--- src/rtl/drowsiness_alert_fsm_pkg.sv ---
// Shared definitions for the drowsiness alert path: FSM state encodings and
// the level codes seen by the HMI and logging blocks.
package drowsiness_alert_fsm_pkg;

  typedef logic [1:0] state_t;

  localparam state_t ST_NORMAL = 2'd0;
  localparam state_t ST_WARN   = 2'd1;
  localparam state_t ST_ALARM  = 2'd2;
  localparam state_t ST_ACKED  = 2'd3;

  localparam logic [1:0] LEVEL_NORMAL = 2'd0;
  localparam logic [1:0] LEVEL_WARN   = 2'd1;
  localparam logic [1:0] LEVEL_ALARM  = 2'd2;

  // ACKED is still an alarm level as far as the driver display is concerned.
  function automatic logic [1:0] state_to_level(input state_t st);
    logic [1:0] lvl;
    case (st)
      ST_NORMAL: lvl = LEVEL_NORMAL;
      ST_WARN:   lvl = LEVEL_WARN;
      ST_ALARM:  lvl = LEVEL_ALARM;
      ST_ACKED:  lvl = LEVEL_ALARM;
      default:   lvl = LEVEL_NORMAL;
    endcase
    return lvl;
  endfunction

endpackage

--- src/rtl/drowsiness_alert_fsm_if.sv ---
// Sample/ack inputs and HMI outputs of the drowsiness alert block.
// master = window-mean stage / HMI side, slave = the alert FSM.
interface drowsiness_alert_fsm_if;
  import drowsiness_alert_fsm_pkg::*;

  logic [7:0] avg;
  logic       sample_en;
  logic       ack;
  logic [1:0] level;
  logic       level_chg;
  logic       buzzer;

  modport master (
    output avg, sample_en, ack,
    input  level, level_chg, buzzer
  );

  modport slave (
    input  avg, sample_en, ack,
    output level, level_chg, buzzer
  );
endinterface

--- src/rtl/drowsiness_alert_fsm_beep_gen.sv ---
// Buzzer square-wave generator: starts high on start, toggles every BEEP_HALF
// cycles while running, forced low on stop. Output is a flop.
module drowsiness_alert_fsm_beep_gen #(
  parameter int BEEP_HALF = 8
) (
  input  logic clk,
  input  logic rst,
  input  logic start,
  input  logic stop,
  output logic buzzer
);

  localparam logic [7:0] HALF_LAST = 8'(BEEP_HALF - 1);

  logic       run_q, run_d;
  logic       buz_q, buz_d;
  logic [7:0] cnt_q, cnt_d;

  // Next-state for run flag, half-period counter and buzzer level.
  always_comb begin
    run_d = run_q;
    buz_d = buz_q;
    cnt_d = cnt_q;
    if (start) begin
      run_d = 1'b1;
      buz_d = 1'b1;
      cnt_d = 8'd0;
    end else if (stop) begin
      run_d = 1'b0;
      buz_d = 1'b0;
      cnt_d = 8'd0;
    end else if (run_q) begin
      if (cnt_q == HALF_LAST) begin
        cnt_d = 8'd0;
        buz_d = ~buz_q;
      end else begin
        cnt_d = cnt_q + 8'd1;
      end
    end else begin
      cnt_d = 8'd0;
    end
  end

  // State registers with asynchronous reset.
  always_ff @(posedge clk or posedge rst) begin
    if (rst) begin
      run_q <= 1'b0;
      buz_q <= 1'b0;
      cnt_q <= 8'd0;
    end else begin
      run_q <= run_d;
      buz_q <= buz_d;
      cnt_q <= cnt_d;
    end
  end

  assign buzzer = buz_q;

endmodule

--- src/rtl/drowsiness_alert_fsm.sv ---
// Drowsiness alert FSM: turns the smoothed drowsiness score into a 3-level
// alert with threshold hysteresis, a consecutive-sample dwell and an
// acknowledgeable buzzer. All outputs come straight from flops.
module drowsiness_alert_fsm
  import drowsiness_alert_fsm_pkg::*;
#(
  parameter int WARN_TH   = 96,
  parameter int ALARM_TH  = 160,
  parameter int HYST      = 16,
  parameter int DWELL     = 4,
  parameter int BEEP_HALF = 8
) (
  input  logic                        clk,
  input  logic                        rst,
  drowsiness_alert_fsm_if.slave       bus
);

  // Reject parameter sets that would make the thresholds wrap or the
  // counters unable to reach their terminal values.
  if (!(HYST >= 0 && HYST <= WARN_TH && WARN_TH < ALARM_TH && ALARM_TH <= 255 &&
        DWELL >= 1 && DWELL <= 255 && BEEP_HALF >= 1 && BEEP_HALF <= 255)) begin : g_param_check
    $error("drowsiness_alert_fsm: illegal parameter combination");
  end

  // Thresholds at 9 bits so the hysteresis subtraction can never wrap.
  localparam logic [8:0] WARN_UP_TH  = 9'(WARN_TH);
  localparam logic [8:0] WARN_DN_TH  = 9'(WARN_TH - HYST);
  localparam logic [8:0] ALARM_UP_TH = 9'(ALARM_TH);
  localparam logic [8:0] ALARM_DN_TH = 9'(ALARM_TH - HYST);
  localparam logic [7:0] DWELL_C     = 8'(DWELL);

  state_t     state_q, state_d, smp_state_s;
  logic [7:0] dwell_q, dwell_d, smp_dwell_s;
  logic       dir_dn_q, dir_dn_d, smp_dir_dn_s;
  logic [1:0] level_q, level_d;
  logic       level_chg_q, level_chg_d;
  logic [8:0] avg9_s;
  logic       warn_up_s, warn_dn_s, alarm_up_s, alarm_dn_s;
  logic [7:0] cnt_inc_s, run_len_s;
  logic       ack_take_s;
  logic       beep_start_s, beep_stop_s;

  assign avg9_s     = {1'b0, bus.avg};
  assign warn_up_s  = (avg9_s >= WARN_UP_TH);
  assign alarm_up_s = (avg9_s >= ALARM_UP_TH);
  assign warn_dn_s  = (avg9_s <  WARN_DN_TH);
  assign alarm_dn_s = (avg9_s <  ALARM_DN_TH);
  assign cnt_inc_s  = dwell_q + 8'd1;

  // In WARN the run length restarts at 1 when the sample flips the tracked
  // direction (dir_dn_q: 0 = counting up-samples, 1 = counting down-samples).
  always_comb begin
    run_len_s = cnt_inc_s;
    if (alarm_up_s) begin
      run_len_s = dir_dn_q ? 8'd1 : cnt_inc_s;
    end else if (warn_dn_s) begin
      run_len_s = dir_dn_q ? cnt_inc_s : 8'd1;
    end else begin
      run_len_s = 8'd0;
    end
  end

  // Sample-driven next state and dwell count; holds when no new sample.
  always_comb begin
    smp_state_s  = state_q;
    smp_dwell_s  = dwell_q;
    smp_dir_dn_s = dir_dn_q;
    if (bus.sample_en) begin
      case (state_q)
        ST_NORMAL: begin
          if (!warn_up_s) begin
            smp_dwell_s = 8'd0;
          end else if (cnt_inc_s == DWELL_C) begin
            smp_state_s = ST_WARN;
            smp_dwell_s = 8'd0;
          end else begin
            smp_dwell_s = cnt_inc_s;
          end
          smp_dir_dn_s = 1'b0;
        end
        ST_WARN: begin
          if (!(alarm_up_s || warn_dn_s)) begin
            smp_dwell_s  = 8'd0;
            smp_dir_dn_s = 1'b0;
          end else if (run_len_s == DWELL_C) begin
            smp_state_s  = alarm_up_s ? ST_ALARM : ST_NORMAL;
            smp_dwell_s  = 8'd0;
            smp_dir_dn_s = 1'b0;
          end else begin
            smp_dwell_s  = run_len_s;
            smp_dir_dn_s = warn_dn_s;
          end
        end
        ST_ALARM, ST_ACKED: begin
          if (!alarm_dn_s) begin
            smp_dwell_s = 8'd0;
          end else if (cnt_inc_s == DWELL_C) begin
            smp_state_s = ST_WARN;
            smp_dwell_s = 8'd0;
          end else begin
            smp_dwell_s = cnt_inc_s;
          end
          smp_dir_dn_s = 1'b0;
        end
        default: begin
          smp_state_s  = ST_NORMAL;
          smp_dwell_s  = 8'd0;
          smp_dir_dn_s = 1'b0;
        end
      endcase
    end else begin
      smp_state_s  = state_q;
      smp_dwell_s  = dwell_q;
      smp_dir_dn_s = dir_dn_q;
    end
  end

  // ack only matters in ALARM and loses to a completing de-escalation.
  assign ack_take_s = bus.ack && (state_q == ST_ALARM) && (smp_state_s == ST_ALARM);

  // Final next state, level and level-change pulse.
  always_comb begin
    if (ack_take_s) begin
      state_d  = ST_ACKED;
      dwell_d  = 8'd0;
      dir_dn_d = 1'b0;
    end else begin
      state_d  = smp_state_s;
      dwell_d  = smp_dwell_s;
      dir_dn_d = smp_dir_dn_s;
    end
    level_d     = state_to_level(state_d);
    level_chg_d = (level_d != level_q);
  end

  // FSM, dwell and output registers with asynchronous reset.
  always_ff @(posedge clk or posedge rst) begin
    if (rst) begin
      state_q     <= ST_NORMAL;
      dwell_q     <= 8'd0;
      dir_dn_q    <= 1'b0;
      level_q     <= LEVEL_NORMAL;
      level_chg_q <= 1'b0;
    end else begin
      state_q     <= state_d;
      dwell_q     <= dwell_d;
      dir_dn_q    <= dir_dn_d;
      level_q     <= level_d;
      level_chg_q <= level_chg_d;
    end
  end

  assign beep_start_s = (state_d == ST_ALARM) && (state_q != ST_ALARM);
  assign beep_stop_s  = (state_q == ST_ALARM) && (state_d != ST_ALARM);

  drowsiness_alert_fsm_beep_gen #(
    .BEEP_HALF (BEEP_HALF)
  ) u_beep_gen (
    .clk    (clk),
    .rst    (rst),
    .start  (beep_start_s),
    .stop   (beep_stop_s),
    .buzzer (bus.buzzer)
  );

  assign bus.level     = level_q;
  assign bus.level_chg = level_chg_q;

endmodule

--- src/flat_wrapper.sv ---
// flat-port wrapper written by rule: the top's interface ports become plain ports
module drowsiness_alert_fsm_flat import drowsiness_alert_fsm_pkg::*;
#(
  parameter int WARN_TH   = 96,
  parameter int ALARM_TH  = 160,
  parameter int HYST      = 16,
  parameter int DWELL     = 4,
  parameter int BEEP_HALF = 8
)
  (clk, rst, bus_avg, bus_sample_en, bus_ack, bus_level, bus_level_chg, bus_buzzer);
  drowsiness_alert_fsm_if bus_i ();
  input  logic clk;
  input  logic rst;
  input wire logic [$bits(bus_i.avg)-1:0] bus_avg;
  input wire logic [$bits(bus_i.sample_en)-1:0] bus_sample_en;
  input wire logic [$bits(bus_i.ack)-1:0] bus_ack;
  output wire logic [$bits(bus_i.level)-1:0] bus_level;
  output wire logic [$bits(bus_i.level_chg)-1:0] bus_level_chg;
  output wire logic [$bits(bus_i.buzzer)-1:0] bus_buzzer;
  assign bus_i.avg = bus_avg;
  assign bus_i.sample_en = bus_sample_en;
  assign bus_i.ack = bus_ack;
  assign bus_level = bus_i.level;
  assign bus_level_chg = bus_i.level_chg;
  assign bus_buzzer = bus_i.buzzer;
  drowsiness_alert_fsm #(.WARN_TH(WARN_TH), .ALARM_TH(ALARM_TH), .HYST(HYST), .DWELL(DWELL), .BEEP_HALF(BEEP_HALF)) u_core (.clk(clk), .rst(rst), .bus(bus_i));
endmodule
--- config.mk ---
export PLATFORM = sky130hd
export DESIGN_NAME = drowsiness_alert_fsm_flat
export DESIGN_NICKNAME = d
export VERILOG_FILES = /design/src/rtl/drowsiness_alert_fsm_pkg.sv /design/src/rtl/drowsiness_alert_fsm_if.sv /design/src/rtl/drowsiness_alert_fsm_beep_gen.sv /design/src/rtl/drowsiness_alert_fsm.sv /design/src/flat_wrapper.sv
export SDC_FILE = /design/constraint.sdc
export NUM_CORES = 1
export LEC_CHECK = 0
export BUFFER_PORTS_ARGS = -buffer_cell sky130_fd_sc_hd__buf_4
export CAP_MARGIN = 20
export CORE_ASPECT_RATIO = 0.75
export CORE_MARGIN = 5
export CORE_UTILIZATION = 45
export CTS_BUF_LIST = sky130_fd_sc_hd__clkbuf_4 sky130_fd_sc_hd__clkbuf_8 sky130_fd_sc_hd__clkbuf_16
export CTS_CLUSTER_DIAMETER = 120
export CTS_CLUSTER_SIZE = 40
export DETAILED_ROUTE_END_ITERATION = 7
export GPL_TIMING_DRIVEN = 0
export PLACE_DENSITY = 0.68
export SYNTH_ARGS = -nofsm -noshare
export SYNTH_HDL_FRONTEND = slang
export SYNTH_SLANG_ARGS = --single-unit
export TNS_END_PERCENT = 20
--- constraint.sdc ---
create_clock -name clk -period 4 [get_ports clk]
set_clock_uncertainty 0.1 [all_clocks]
set_input_delay 0.2 -clock clk [delete_from_list [all_inputs] [get_ports clk]]
set_output_delay 0.2 -clock clk [all_outputs]
set_load 0.01 [all_outputs]
==> metrics.txt <==
# TYPE chip_impl_metric gauge
chip_impl_metric{name="globalplace.congestion",unit=""} 0.922
chip_impl_info{name="grt_setup_unrepaired",value="false"} 1
chip_impl_metric{name="design_power_total",unit="mW"} 0.977
chip_impl_info{name="crit_path_end_kind",value="flop"} 1
chip_impl_metric{name="clock_path_buffers",unit=""} 2
chip_impl_metric{name="fin_tns_setup",unit="ns"} 0
chip_impl_metric{name="synthesis.nets",unit=""} 197
chip_impl_metric{name="cts-htree-levels",unit=""} 1
chip_impl_metric{name="report.final.slew_viol_count",unit=""} 0
chip_impl_metric{name="fillers",unit=""} 291
chip_impl_metric{name="p_sw",unit="mW"} 0.404
chip_impl_metric{name="final_hold_vios",unit=""} 0
chip_impl_metric{name="drt_drc_violations_left",unit=""} 0
chip_impl_metric{name="vias",unit=""} 1383
chip_impl_info{name="yosysMostFrequentCell",value="dfrtp_1"} 1
chip_impl_metric{name="drtPass1Iterations",unit=""} 4
chip_impl_metric{name="clk_pin_slew",unit="ns"} 0.09
chip_impl_metric{name="cp_slowest_stage_delay",unit="ns"} 0.58
chip_impl_metric{name="synth_sequential_area_ratio",unit="%"} 35.9
chip_impl_metric{name="io_pins",unit=""} 16
chip_impl_metric{name="yosysWarnings",unit=""} 0
chip_impl_metric{name="vdd_drop_max",unit="mV"} 0.320
chip_impl_metric{name="post-dp-hpwl",unit="mm"} 2.74
chip_impl_metric{name="fraction_of_power_consumed_by_combinational_cells",unit="%"} 49.3
chip_impl_metric{name="core-area",unit="mm2"} 0.00336
chip_impl_metric{name="max-slew-margin-rel",unit="%"} 58.3
chip_impl_metric{name="design.die.area",unit="mm2"} 0.00486
chip_impl_info{name="cts.root.buffer_cell",value="clkbuf_8"} 1
chip_impl_metric{name="clkLatencyLatePin",unit="ns"} 0.27
chip_impl_metric{name="drive_gt1_share",unit="%"} 19.3
chip_impl_metric{name="power.density_cell_area",unit="mW/mm2"} 537
chip_impl_metric{name="antenna_found_initial",unit=""} 0
chip_impl_info{name="synth-main-ff-cell",value="dfrtp_1"} 1
chip_impl_metric{name="grt_use_total",unit="%"} 16.6
chip_impl_info{name="setup.worst_path.class",value="flop to flop"} 1
chip_impl_metric{name="ys_types",unit=""} 57
chip_impl_metric{name="viasPerCell",unit=""} 5.84
chip_impl_metric{name="muxShareOfSynthArea",unit="%"} 0.703
chip_impl_info{name="synth_top_cells_by_count",value="dfrtp_1, nor2_1, nand2_1, a21oi_1, o21ai_0"} 1
chip_impl_metric{name="final_net_count",unit=""} 215
chip_impl_info{name="uppermost_metal_layer_occupied_by_signal_nets",value="met4"} 1
chip_impl_metric{name="drt_iter0_drc",unit=""} 126
chip_impl_metric{name="wire_length_of_the_first_global_routing_pass",unit="mm"} 6.24
chip_impl_info{name="synth_top_cell_by_area",value="dfrtp_1"} 1
chip_impl_metric{name="worst-endpoint-required",unit="ns"} 4.10
chip_impl_metric{name="cts.sink_count",unit=""} 23
chip_impl_metric{name="arrival",unit="ns"} 3.53
chip_impl_info{name="slowest_stage",value="o311ai_1"} 1
chip_impl_metric{name="post_synth_fa_ha_maj_area_fraction",unit="%"} 3.91
chip_impl_info{name="path_delay_family",value="simple AND/OR/NAND/NOR gates"} 1
chip_impl_metric{name="route.met3.wl",unit="um"} 200
chip_impl_metric{name="die-width",unit="um"} 78.9
chip_impl_metric{name="antenna-diode-count",unit=""} 0
chip_impl_info{name="synth_top_family_by_area",value="simple AND/OR/NAND/NOR gates"} 1
chip_impl_metric{name="finalCritPeriodShare",unit="%"} 85.6
chip_impl_info{name="cp-start-kind",value="flop"} 1
chip_impl_metric{name="power.sequential.fraction",unit="%"} 35.3
chip_impl_metric{name="worst-slew-pin-transition",unit="ns"} 0.616
chip_impl_metric{name="clock_power_share",unit="%"} 15.4
chip_impl_metric{name="cp_max_fo",unit=""} 7
chip_impl_metric{name="post_synth_and_or_nand_nor_area_fraction",unit="%"} 28.8
chip_impl_metric{name="mappedNetlistArea",unit="mm2"} 0.00160
chip_impl_info{name="outcome",value="finished, final reports clean"} 1
chip_impl_metric{name="area.growth.synth_to_final",unit="%"} 13.7
chip_impl_metric{name="timing.fmax",unit="MHz"} 292
chip_impl_metric{name="syn_inst",unit=""} 180
chip_impl_metric{name="average_detailed_routed_wire_length_per_instance",unit="um"} 15.3
chip_impl_metric{name="p_leak",unit="nW"} 0.769
chip_impl_metric{name="yosys.area_share.xor_xnor",unit="%"} 4.38
chip_impl_metric{name="synth_seq_cells",unit=""} 23
chip_impl_info{name="crit_chain",value="ha_1 -> nand3_1 -> nor4b_2 -> o311ai_1 -> o41ai_2 -> and2_2 -> and3_1 -> ha_1 -> nor2_1 -> nand2_1 -> or2_2 -> clkbuf_1 -> nor2_1"} 1
chip_impl_metric{name="max_cap_viol_count",unit=""} 0
chip_impl_metric{name="synth-edff-count",unit=""} 0
chip_impl_metric{name="met2_layer_wire_length_in_the_routed_design",unit="mm"} 1.51
chip_impl_metric{name="buffer_ports.inserted",unit=""} 11
chip_impl_metric{name="multiInputGateArea",unit="um2"} 965
chip_impl_metric{name="grt_start_max_net_pins",unit=""} 24
chip_impl_metric{name="via_count_of_the_first_global_routing_pass",unit=""} 1315
chip_impl_info{name="holdCritPathClass",value="primary input to flop"} 1
chip_impl_metric{name="dieHeight",unit="um"} 61.7
chip_impl_metric{name="synth_compound_gate_area_share",unit="%"} 22.4
chip_impl_metric{name="antenna_left",unit=""} 0
chip_impl_metric{name="timing.final.crit_period",unit="ns"} 3.42
chip_impl_metric{name="inserted_clock_buffers",unit=""} 3
chip_impl_metric{name="gr_ovfl_total",unit=""} 0
chip_impl_metric{name="core.rowCount",unit=""} 18
chip_impl_metric{name="switching_share",unit="%"} 41.3
chip_impl_metric{name="postSynth.asyncResetShare",unit="%"} 100
chip_impl_metric{name="wirelength_met1",unit="mm"} 1.91
chip_impl_metric{name="syn-mean-instance-area",unit="um2"} 8.90
chip_impl_metric{name="detail_route.wirelength",unit="mm"} 3.63
chip_impl_info{name="cts_tree",value="yes"} 1
chip_impl_metric{name="setup-violations-final",unit=""} 0
chip_impl_info{name="netlist_top_cells_area",value="dfrtp_1, nor2_1, nand2_1"} 1
chip_impl_metric{name="register_area",unit="um2"} 576
chip_impl_metric{name="cp.buffers_inverters",unit=""} 1
chip_impl_metric{name="p_int",unit="mW"} 0.573
chip_impl_metric{name="initial_core_util",unit="%"} 47.7
chip_impl_metric{name="synth_top_area_share",unit="%"} 35.9
-- per-stage QoR --
| stage | util (%) | hold WS, ns | cells | setup WS (ns) | cell area (um2) |
|---|---|---|---|---|---|
| 6_report | 54.3 | 0.130 | 237 | 0.577 | 1820 |
| 3_3_place_gp | 51.7 | 0.335 | 231 | 0.695 | 1730 |
| 5_1_grt | 54.3 | 0.156 | 237 | 0.309 | 1820 |
| 3_5_place_dp | 51.7 | 0.365 | 231 | 0.623 | 1730 |
| 4_1_cts | 53.1 | 0.0740 | 235 | 0.580 | 1780 |
| 2_1_floorplan | - | 0.102 | 180 | 1.09 | 1600 |
-- timing repair --
| action | in CTS | in global routing |
|---|---|---|
| gates resized for setup | 0 | 0 |
| setup buffers | 0 | 0 |
| hold buffers | 0 | 1 |
| endpoints found under the hold margin | 0 | 5 |
-- layer usage --
metal	up-vias	GRT usage [%]
met4	0	3.43
li1	695	-
met3	4	3.51
met1	649	24.4
met2	35	25.4
met5	-	0
-- power by group through the flow --
stage	logic (mW)	clock network, mW	registers [mW]
after CTS	0.476	0.157	0.342
after global routing	0.538	0.167	0.353
final	0.482	0.150	0.345
after global placement	0.460	0	0.342
after detailed placement	0.473	0	0.347
after floorplan	0.350	0	0.337
-- flip-flops by register name (all words and copies together) (netlist names) --
signal and cells:
u_core.u_beep_gen.cnt_q 8, u_core.dir_dn_q 1, u_core.u_beep_gen.buzzer 1, u_core.state_q 1, u_core.bus.level 2, u_core.bus.level_chg 1
u_core.u_beep_gen.run_q 1, u_core.dwell_q 8
-- path summary, 6_finish.rpt --
path,end,slack [ns],startpoint,cells after the start
setup / recovery,u_core.u_beep_gen.cnt_q[7]$_DFF_PP0_,0.58,u_core.dwell_q[0]$_DFFE_PP0P_,13
hold / removal,u_core.state_q[0]$_DFF_PP0_,0.13,bus_ack,3
setup reg to reg,u_core.u_beep_gen.cnt_q[7]$_DFF_PP0_,0.58,u_core.dwell_q[0]$_DFFE_PP0P_,13
hold reg to reg,u_core.u_beep_gen.cnt_q[0]$_DFF_PP0_,0.38,u_core.u_beep_gen.cnt_q[0]$_DFF_PP0_,1
max in group asynchronous,u_core.dwell_q[3]$_DFFE_PP0P_,3.05,rst,4
min in group asynchronous,u_core.u_beep_gen.buzzer$_DFFE_PP0P_,0.34,rst,3
-- worst register-to-register path, delay by kind of cell, from the launching register on --
kind,cells,cell delay (ns)
AND/OR/NAND/NOR,8,1.31
flip-flops,1,0.46
AO/OA/AOI/OAI,2,0.78
adder cells (fa/ha/maj),2,0.52
buffers and inverters,1,0.18
-- placed cells by master (no fill, tap or decap), types with 3 or more instances in the layout --
| cell | netlist | routed |
|---|---|---|
| dfrtp_1 | 23 | 23 |
| nor2_1 | 19 | 19 |
| nand2_1 | 18 | 18 |
| buf_4 | 1 | 12 |
| a21oi_1 | 11 | 11 |
| o21ai_0 | 10 | 10 |
| nand3_1 | 9 | 9 |
| inv_1 | 7 | 7 |
| and3_1 | 6 | 6 |
| xor2_1 | 6 | 6 |
| nand2b_1 | 5 | 5 |
| ha_1 | 5 | 5 |
| clkbuf_1 | 3 | 3 |
| or4_1 | 3 | 3 |
| nor3_1 | 3 | 3 |
| clkbuf_8 | 0 | 3 |
-- layout make-up --
| type | count | share of cell area, % |
|---|---|---|
| multi-input cells | 144 | 53.0 |
| inverters | 7 | 1.44 |
| clock buffers | 3 | 2.27 |
| well taps | 40 | 2.75 |
| repair buffers | 13 | 6.60 |
| flip-flops and latches | 23 | 31.6 |
| plain buffers | 6 | 1.92 |
| clock inverters | 1 | 0.412 |
-- cells by family (layout without fill, tap and decap cells) --
family / after synthesis / count (layout)
compound gates: 48 / 48
xor+xnor: 8 / 8
fa+ha+maj: 5 / 5
buf+inv: 13 / 30
flops: 23 / 23
mux: 1 / 1
simple gates: 82 / 82
(Power assumes the default switching activity.)
